File: config.mk
export PLATFORM = sky130hd
export DESIGN_NAME = smpc_pad_scan
export DESIGN_NICKNAME = d
export VERILOG_FILES = /design/src/rtl/smpc_pkg.sv /design/src/rtl/smpc_pad_scan.sv
export SDC_FILE = /design/constraint.sdc
export NUM_CORES = 1
export LEC_CHECK = 0
export ABC_CLOCK_PERIOD_IN_PS = 2300
export BUFFER_PORTS_ARGS = -buffer_cell sky130_fd_sc_hd__buf_2
export CORE_UTILIZATION = 56
export CTS_CLUSTER_DIAMETER = 50
export DETAILED_ROUTE_END_ITERATION = 6
export PLACE_DENSITY = 0.79
export SYNTH_ARGS = -nofsm -noshare
export SYNTH_HDL_FRONTEND = slang
export SYNTH_SLANG_ARGS = --single-unit
File: constraint.sdc
create_clock -name CLK -period 2.3 [get_ports CLK]
set_input_delay 0.23 -clock CLK [delete_from_list [all_inputs] [get_ports CLK]]
set_output_delay 0.23 -clock CLK [all_outputs]
set_load 0.005 [all_outputs]
File: src/rtl/smpc_pkg.sv
`default_nettype none
// ============================================================================
// Module      : smpc_pkg
// Description : Shared definitions for the SMPC peripheral port scanner:
//               port bit indices, select-line encodings, pad ID and FSM states.
// Revision    : 1.0 - initial release
// ============================================================================
package smpc_pkg;

    // Port bit indices on the 7-bit peripheral port
    localparam int PB_TH = 6;
    localparam int PB_TR = 5;
    localparam int PB_TL = 4;

    // Port levels and direction: TH/TR/TL driven high, D3..D0 are inputs
    localparam logic [6:0] PO_RESET = 7'b1110000;
    localparam logic [6:0] PDDR_CFG = 7'b1110000;

    // {TH,TR} select encodings for each scan phase, and the idle level
    localparam logic [1:0] SEL_P0   = 2'b11;
    localparam logic [1:0] SEL_P1   = 2'b01;
    localparam logic [1:0] SEL_P2   = 2'b10;
    localparam logic [1:0] SEL_P3   = 2'b00;
    localparam logic [1:0] SEL_IDLE = 2'b11;

    // ID reported by a Saturn standard digital pad in phase 0
    localparam logic [2:0] PAD_ID_STD = 3'b100;

    // Button word with nothing pressed (active-low)
    localparam logic [15:0] JOY_RELEASED = 16'hFFFF;

    typedef enum logic [2:0] {
        ST_IDLE   = 3'd0,
        ST_SEL    = 3'd1,
        ST_SETTLE = 3'd2,
        ST_SAMPLE = 3'd3,
        ST_DONE   = 3'd4
    } scan_state_t;

    // {TH,TR} levels for phase index p
    function automatic logic [1:0] phase_sel(input logic [1:0] p);
        logic [1:0] sel;
        case (p)
            2'd0:    sel = SEL_P0;
            2'd1:    sel = SEL_P1;
            2'd2:    sel = SEL_P2;
            default: sel = SEL_P3;
        endcase
        return sel;
    endfunction

endpackage
`default_nettype wire

File: src/rtl/smpc_pad_scan.sv
`default_nettype none
// ============================================================================
// Module      : smpc_pad_scan
// Description : Scans a Saturn standard digital pad through four TH/TR select
//               phases and publishes the assembled active-low button word on
//               JOY once per completed scan.
// Revision    : 1.0 - initial release
// ============================================================================
module smpc_pad_scan
    import smpc_pkg::*;
#(
    parameter int unsigned SETTLE_CYC  = 16,
    parameter int unsigned SCAN_PERIOD = 4096
) (
    input  logic        CLK,
    input  logic        RST_N,
    input  logic        CE,
    input  logic        EN,
    input  logic        REQ,
    input  logic [6:0]  PI,
    output logic [6:0]  PO,
    output logic [6:0]  PDDR,
    output logic [15:0] JOY,
    output logic        PRESENT,
    output logic        VALID,
    output logic        BUSY
);

    localparam int SET_W = (SETTLE_CYC > 1)  ? $clog2(SETTLE_CYC)  : 1;
    localparam int PER_W = (SCAN_PERIOD > 1) ? $clog2(SCAN_PERIOD) : 1;
    localparam logic [SET_W-1:0] C_SET_LOAD = SET_W'(SETTLE_CYC - 1);
    localparam logic [PER_W-1:0] C_PER_LOAD = PER_W'(SCAN_PERIOD - 1);

    scan_state_t        state_q,   state_d;
    logic [1:0]         phase_q,   phase_d;
    logic [SET_W-1:0]   set_cnt_q, set_cnt_d;
    logic [PER_W-1:0]   per_cnt_q, per_cnt_d;
    logic               pend_q,    pend_d;
    logic [2:0]         id_q,      id_d;
    logic [15:3]        shadow_q,  shadow_d;   // bits [2:0] are always 3'b111
    logic [1:0]         sel_q,     sel_d;      // {TH,TR} currently driven
    logic [15:0]        joy_q,     joy_d;
    logic               present_q, present_d;
    logic               valid_q,   valid_d;
    logic               busy_q,    busy_d;
    logic               pend_clr;

    // TH/TR/TL are output-only pins; only D3..D0 are read back
    logic unused_pi;
    assign unused_pi = ^PI[6:4];

    // Next-state logic: scan FSM, settle/period counters and request capture
    always_comb begin
        state_d   = state_q;
        phase_d   = phase_q;
        set_cnt_d = set_cnt_q;
        per_cnt_d = per_cnt_q;
        id_d      = id_q;
        shadow_d  = shadow_q;
        sel_d     = sel_q;
        joy_d     = joy_q;
        present_d = present_q;
        valid_d   = valid_q;
        busy_d    = busy_q;
        pend_clr  = 1'b0;

        if (CE) begin
            valid_d = 1'b0;
            if (EN && (per_cnt_q != '0)) begin
                per_cnt_d = per_cnt_q - PER_W'(1);
            end

            if (!EN) begin
                // Abort: drop back to idle without publishing anything
                state_d = ST_IDLE;
                sel_d   = SEL_IDLE;
                busy_d  = 1'b0;
            end else begin
                case (state_q)
                    ST_IDLE: begin
                        if ((per_cnt_q == '0) || pend_q) begin
                            state_d   = ST_SEL;
                            phase_d   = 2'd0;
                            sel_d     = phase_sel(2'd0);
                            busy_d    = 1'b1;
                            per_cnt_d = C_PER_LOAD;
                            pend_clr  = 1'b1;
                        end
                    end
                    ST_SEL: begin
                        state_d   = ST_SETTLE;
                        set_cnt_d = C_SET_LOAD;
                    end
                    ST_SETTLE: begin
                        if (set_cnt_q == '0) begin
                            state_d = ST_SAMPLE;
                        end else begin
                            set_cnt_d = set_cnt_q - SET_W'(1);
                        end
                    end
                    ST_SAMPLE: begin
                        case (phase_q)
                            2'd0: begin
                                id_d        = PI[2:0];
                                shadow_d[3] = PI[3];
                            end
                            2'd1:    shadow_d[15:12] = PI[3:0];
                            2'd2:    shadow_d[11:8]  = PI[3:0];
                            default: shadow_d[7:4]   = PI[3:0];
                        endcase
                        if (phase_q != 2'd3) begin
                            phase_d = phase_q + 2'd1;
                            sel_d   = phase_sel(phase_q + 2'd1);
                            state_d = ST_SEL;
                        end else begin
                            state_d = ST_DONE;
                        end
                    end
                    ST_DONE: begin
                        if (id_q == PAD_ID_STD) begin
                            joy_d     = {shadow_q, 3'b111};
                            present_d = 1'b1;
                        end else begin
                            joy_d     = JOY_RELEASED;
                            present_d = 1'b0;
                        end
                        valid_d = 1'b1;
                        busy_d  = 1'b0;
                        sel_d   = SEL_IDLE;
                        state_d = ST_IDLE;
                    end
                    default: begin
                        state_d = ST_IDLE;
                        sel_d   = SEL_IDLE;
                        busy_d  = 1'b0;
                    end
                endcase
            end
        end

        // REQ is sampled every clock; a request arriving on the start tick
        // itself is kept so it yields a follow-up scan
        pend_d = pend_clr ? REQ : (pend_q | REQ);
    end

    // State and registered outputs; async reset returns pins to idle levels
    always_ff @(posedge CLK or negedge RST_N) begin
        if (!RST_N) begin
            state_q   <= ST_IDLE;
            phase_q   <= 2'd0;
            set_cnt_q <= '0;
            per_cnt_q <= C_PER_LOAD;
            pend_q    <= 1'b0;
            id_q      <= 3'b000;
            shadow_q  <= '1;
            sel_q     <= SEL_IDLE;
            joy_q     <= JOY_RELEASED;
            present_q <= 1'b0;
            valid_q   <= 1'b0;
            busy_q    <= 1'b0;
        end else begin
            state_q   <= state_d;
            phase_q   <= phase_d;
            set_cnt_q <= set_cnt_d;
            per_cnt_q <= per_cnt_d;
            pend_q    <= pend_d;
            id_q      <= id_d;
            shadow_q  <= shadow_d;
            sel_q     <= sel_d;
            joy_q     <= joy_d;
            present_q <= present_d;
            valid_q   <= valid_d;
            busy_q    <= busy_d;
        end
    end

    // Pin levels: TL parked high, D3..D0 undriven (direction is input)
    always_comb begin
        PO        = '0;
        PO[PB_TH] = sel_q[1];
        PO[PB_TR] = sel_q[0];
        PO[PB_TL] = 1'b1;
    end

    assign PDDR    = PDDR_CFG;
    assign JOY     = joy_q;
    assign PRESENT = present_q;
    assign VALID   = valid_q;
    assign BUSY    = busy_q;

endmodule
`default_nettype wire

==> results of run 1 <==
## state kept, by name (all words and copies together) (netlist names)
register / count
JOY: 13
shadow_q: 13
per_cnt_q: 12
set_cnt_q: 4
id_q: 3
state_q: 3
phase_q: 2
sel_q: 2
BUSY: 1
PRESENT: 1
VALID: 1
pend_q: 1
## worst max path at each step
| stage | endpoint | slack (ns) | depth (start not counted) |
|---|---|---|---|
| 6_report | phase_q[0] | 0.16 | 6 |
| 5_1_grt | phase_q[0] | -0.006 | 6 |
| 4_1_cts | per_cnt_q[11] | 0.07 | 6 |
| 3_5_place_dp | per_cnt_q[11] | 0.10 | 6 |
| 3_3_place_gp | per_cnt_q[11] | 0.13 | 6 |
| 2_1_floorplan | phase_q[0] | 0.29 | 6 |
## kinds of logic after synthesis
family                   count (synthesis)  share of synthesized area, %
other                                    2                        0.2688
buffers and inverters                   34                         6.628
AO/OA/AOI/OAI                           54                         15.58
AND/OR/NAND/NOR                         71                         15.14
multiplexers                            17                         6.852
adder cells (fa/ha/maj)                  8                         3.583
flip-flops                              56                         51.95
## cell type report
type / instances / area [µm²] / share of cell area, %
Multi-Input combinational cell: 165 / 1215 / 39.91
Clock buffer: 6 / 72.57 / 2.384
Sequential cell: 56 / 1451 / 47.68
Inverter: 12 / 45.04 / 1.480
Tap cell: 67 / 83.83 / 2.754
Clock inverter: 2 / 13.76 / 0.4521
Timing Repair Buffer: 30 / 162.7 / 5.343
## worst max-delay path, stage by stage, from the launching register on
cell,delay (ns)
dfstp_2,0.39
inv_1,0.09
ha_1,0.15
or4b_4,0.51
o41ai_4,0.44
o221ai_2,0.17
mux2_2,0.28
## power breakdown
| group | internal [mW] | total [mW] | switching, mW |
|---|---|---|---|
| Clock | 0.218 | 0.530 | 0.312 |
| Combinational | 0.204 | 0.445 | 0.241 |
| Sequential | 1.17 | 1.30 | 0.123 |
## metal layers
metal | part of all wire [%] | vias up
met4 | 1.1 | 0
met1 | 49 | 934
met3 | 2.2 | 5
li1 | - | 903
met5 | 0 | -
met2 | 48 | 21
## stage by stage
stage               std cells  instance area, µm²   TNS (ns)  setup slack, ns  utilization, %
finish                    338                3044          0           0.1618           64.03
global route              338                3044  -0.006051        -0.006051           64.03
CTS                       338                3035          0          0.06997           63.84
detailed placement        329                2939          0           0.1032           61.82
global placement          329                2939          0           0.1278           61.82
floorplan                 255                2843          0           0.2899               -
## repair_timing
action | CTS | global route
hold endpoints to repair | 1 | 0
buffers inserted | 0 | 0
endpoints found under the setup margin | 0 | 11
hold buffers | 1 | 0
resized for setup | 0 | 1
## layout by cell type (no fill, tap or decap), drive strengths merged, types with 2 or more instances in the layout
| master | n |
|---|---|
| nor3b | 2 |
| clkbuf | 6 |
| a2bb2oi | 4 |
| nand3 | 11 |
| conb | 15 |
| ha | 8 |
| dfrtp | 16 |
| o31ai | 4 |
| nand2 | 12 |
| o211ai | 4 |
| o22a | 13 |
| and3b | 3 |
| or4 | 4 |
| nand3b | 2 |
| dfstp | 40 |
| mux2 | 17 |
| nand4 | 2 |
| buf | 29 |
| a211oi | 2 |
| o21ai | 12 |
| nor3 | 3 |
| a22o | 2 |
| o41ai | 3 |
| or2 | 4 |
| or3 | 8 |
| nor2 | 12 |
| inv | 13 |
| nand2b | 5 |
| a21oi | 3 |
==> results.json, run 1 <==
{
  "syn_area_um2": 2794,
  "rrSetupSlack_ns": 0.16,
  "clkSinkCount": 56,
  "yosysSeqAreaShare_pct": 51.95,
  "area_delta_synth_final_pct": 8.957,
  "syn_inst": 242,
  "cts_buffers": 5,
  "ys_async_sr_fraction_pct": 100.0,
  "viasPerCell": 5.512,
  "grt_pass1_vias": 1815,
  "ios": 45,
  "cts_tree": "built",
  "fin_nets": 290,
  "crit-reg2reg-launch": "per_cnt_q[0]",
  "fin_skew_ns": 0.008327,
  "whs_endpoint": "pend_q",
  "critPathCaptureType": "register",
  "ys_warn_count": 0,
  "wl_per_cell_um": 14.29,
  "postSynthAreaPerCell_um2": 11.55,
  "synthTopCellsByCount": "dfstp_2 (40), mux2_2 (17), dfrtp_1 (16)",
  "crit_type": "register to register",
  "ys_ff_latch": 56,
  "die_w_um": 72.64,
  "num_rows": 25,
  "drtPass1Iterations": 4,
  "critPathRequiredTime_ns": 2.50,
  "clk_pin_slew_ns": 0.10,
  "holdWs_ns": 0.1015,
  "fill_cells": 410,
  "die-area_um2": 5276,
  "antenna_found_initial": 0,
  "drive_gt1_share_pct": 38.75,
  "drt_iter0_markers": 122,
  "vias": 1863,
  "yosys.cell_types.count": 47,
  "hold_path.class": "input pin to register",
  "gp_congestion": 0.8016,
  "finalSetupViolations": 0,
  "worst-r2r-cell-count": 6,
  "yosys_most_used_dff": "dfstp_2",
  "synthTopCellsByArea": "dfstp_2 (38%), dfrtp_1 (14%), mux2_2 (6.9%)",
  "die-height_um": 72.64,
  "start_util_pct": 58.76,
  "finalHoldViolations": 0,
  "core_area_um2": 4755,
  "hold_depth": 2,
  "insertion_delay_ns": 0.31,
  "p_leak_nw": 1.332,
  "ant_nets": 0,
  "top_usage_layer": "met2",
  "finalCritPeriodShare_pct": 92.97,
  "clockRootBuffer": "clkbuf_8",
  "routed_wl_um": 4830,
  "startpoint_type": "register",
  "grt.met2_usage_pct": 32.29,
  "grt_util_met3_pct": 4.558,
  "reg2reg_to": "phase_q[0]",
  "total_power_mw": 2.272,
  "power.density_nw_per_um2": 746.3,
  "grt_max_degree": 24,
  "synth_top_cell_by_area": "dfstp_2",
  "maxSlewHeadroom_pct": 62.47,
  "synth-edff-count": 0,
  "synth_top_area_share_pct": 37.62,
  "hp-start": "REQ",
  "htreeDepth": 2,
  "use_met1_pct": 27.94,
  "worstPathArrival_ns": 2.34,
  "grt_usage_pct": 20.40,
  "startpoint": "per_cnt_q[0]",
  "io_buffers": 26,
  "crit_fanout": 5,
  "cap_violations": 0,
  "clockBufferDepth": 2,
  "max_freq_ghz": 0.4677,
  "ir_drop_mv": 0.4024,
  "worstMarginPinSlew_ns": 0.5614,
  "min_period_ns": 2.138,
  "grt_overflow": 0,
  "status": "finished clean",
  "drc": 0,
  "grt_first_pass_wirelength_um": 8307,
  "timing.final.max_slew_violations": 0,
  "n_antenna_cell": 0,
  "hpwlAfterDp_um": 3498,
  "post-synth-top-count-cell": "dfstp_2"
}
Note: power is estimated with default switching activity, not from simulation.
==> run 2, diff against run 1 <==
Settings changed: ABC_CLOCK_PERIOD_IN_PS 2300 to 2590, CORE_UTILIZATION 56 to 60, PLACE_DENSITY 0.79 to 0.84.
Clock period 2.3 ns to 2.59 ns, I/O delays scaled along.
==> run 2 against run 1 <==
Net effect:
- wire length grew 5.2%
- sequential power shrank 12%
- global-route usage grew 2.4 points
- fmax shrank 6.2%
- critical path type unchanged
==> results.json, run 2 (synthesized netlist as in run 1, its figures left out) <==
{
  "routed_wl_um": 5080,
  "hold_depth": 2,
  "ant_nets": 0,
  "viasPerCell": 5.885,
  "maxSlewHeadroom_pct": 56.66,
  "whs_endpoint": "pend_q",
  "cts_repair_resize_count": 0,
  "p_comb_share_pct": 19.3,
  "ir_drop_mv": 0.4690,
  "insertion_delay_ns": 0.31,
  "finalCritPeriodShare_pct": 88.02,
  "startpoint_type": "register",
  "cap_violations": 0,
  "grt_first_pass_wirelength_um": 8700,
  "fin_skew_ns": 0.008808,
  "worst-r2r-cell-count": 6,
  "clockBufferDepth": 2,
  "htreeDepth": 2,
  "finalSetupViolations": 0,
  "ios": 45,
  "place_inst": 314,
  "drc": 0,
  "critPathCaptureType": "register",
  "num_rows": 24,
  "grt_max_degree": 31,
  "core_area_um2": 4414,
  "antenna_found_initial": 0,
  "clkPwrFrac_pct": 24.4,
  "layout_commonest_cell": "dfstp_2",
  "crit_fanout": 10,
  "cpMaxStageDelayCell": "or4b_4",
  "cts_buffers": 5,
  "place_area_um2": 2920,
  "rsz0062_at_grt": "no",
  "power.density_nw_per_um2": 676.9,
  "postLayoutCoreUtil_pct": 68.51,
  "die-height_um": 70.24,
  "max_freq_ghz": 0.4387,
  "status": "finished clean",
  "timing.final.max_slew_violations": 0,
  "n_antenna_cell": 0,
  "gp_congestion": 0.7845,
  "fin_ws_ns": 0.3104,
  "hp-start": "REQ",
  "reg2reg_to": "per_cnt_q[11]",
  "wl_per_cell_um": 15.73,
  "cp_slowest_stage_delay_ns": 0.51,
  "start_util_pct": 63.29,
  "crit_type": "register to register",
  "drive_gt1_share_pct": 38.75,
  "vias": 1901,
  "power.switching_mw": 0.6066,
  "drtPass1Iterations": 4,
  "hpwlAfterDp_um": 3701,
  "hold_path.class": "input pin to register",
  "pre_cts_ws_ns": 0.3403,
  "worstPathArrival_ns": 2.52,
  "final_area_um2": 3024,
  "crit-reg2reg-launch": "per_cnt_q[0]",
  "finalHoldViolations": 0,
  "rrSetupSlack_ns": 0.31,
  "clkSinkCount": 56,
  "startpoint": "per_cnt_q[0]",
  "p_leak_nw": 1.330,
  "grt_usage_pct": 22.79,
  "path_buf_inv": 1,
  "grt_pass1_vias": 1811,
  "p_seq_share_pct": 56.3,
  "path_cells": "inv_1 > ha_1 > or4b_4 > o41ai_4 > nand4_2 > o211ai_1",
  "area_delta_synth_final_pct": 8.240,
  "die_w_um": 70.24,
  "most-common-layout-cells": "dfstp_2 (40), buf_2 (26), mux2_2 (17)",
  "clockRootBuffer": "clkbuf_8",
  "layout.cells.non_filler": 323,
  "cp_top_family": "simple AND/OR/NAND/NOR gates",
  "drt_iter0_markers": 154,
  "die-area_um2": 4934,
  "clk_pin_slew_ns": 0.10,
  "io_buffers": 26,
  "critPathRequiredTime_ns": 2.83,
  "fin_tns_setup_ns": 0,
  "grt_overflow": 0,
  "swShare_pct": 29.63,
  "p_int_mw": 1.441,
  "min_period_ns": 2.280,
  "fin_nets": 290,
  "cts_tree": "built",
  "worstMarginPinSlew_ns": 0.6501
}
[run 2: changes by cell type in the layout (fill, tap and decap cells not counted), sizes merged]
cell      previous run  this run
clkinv               1         0
inv                 13        12
clkinvlp             0         1
clkbuf               6         7
[run 2: per-layer routing]
layer	wire length (µm)	vias to the layer above	track usage, %
met3	176	9	4.906
met2	2410	46	34.07
met4	90	0	9.778
li1	-	909	-
met1	2403	937	32.17
met5	0	-	0
[run 2: final cells by class]
| class | instances | area (µm²) |
|---|---|---|
| multi-input cells | 165 | 1206 |
| inverters | 12 | 45.04 |
| repair buffers | 30 | 162.7 |
| clock buffers | 7 | 86.33 |
| fillers | 331 | 1390 |
| clock inverters | 1 | 7.507 |
| well taps | 52 | 65.06 |
| flip-flops and latches | 56 | 1451 |
[run 2: per-stage QoR]
stage,power [mW],hold WS (ns)
after floorplan,1.451,-0.03659
after global placement,1.534,0.3229
after detailed placement,1.566,0.3295
after CTS,2.059,0.1292
after global routing,2.166,0.1389
final,2.047,0.1318
[run 2: repair_timing]
action / CTS / global route
buffers inserted: 0 / 0
hold buffers: 1 / 0
hold endpoints to repair: 9 / 0
[run 2: power by group through the flow]
stage	clock network [mW]	registers (mW)	logic, mW
after floorplan	0	1.13	0.323
after global placement	0	1.16	0.377
after detailed placement	0	1.17	0.399
after CTS	0.506	1.15	0.401
after global routing	0.546	1.17	0.449
final	0.500	1.15	0.394
[run 2: how the worst max path moves through the flow]
stage	endpoint	slack, ns	cells past startpoint
2_1_floorplan	phase_q[0]	0.58	6
3_3_place_gp	per_cnt_q[11]	0.40	6
3_5_place_dp	per_cnt_q[11]	0.34	6
4_1_cts	per_cnt_q[11]	0.31	6
5_1_grt	per_cnt_q[11]	0.14	6
6_report	per_cnt_q[11]	0.31	6
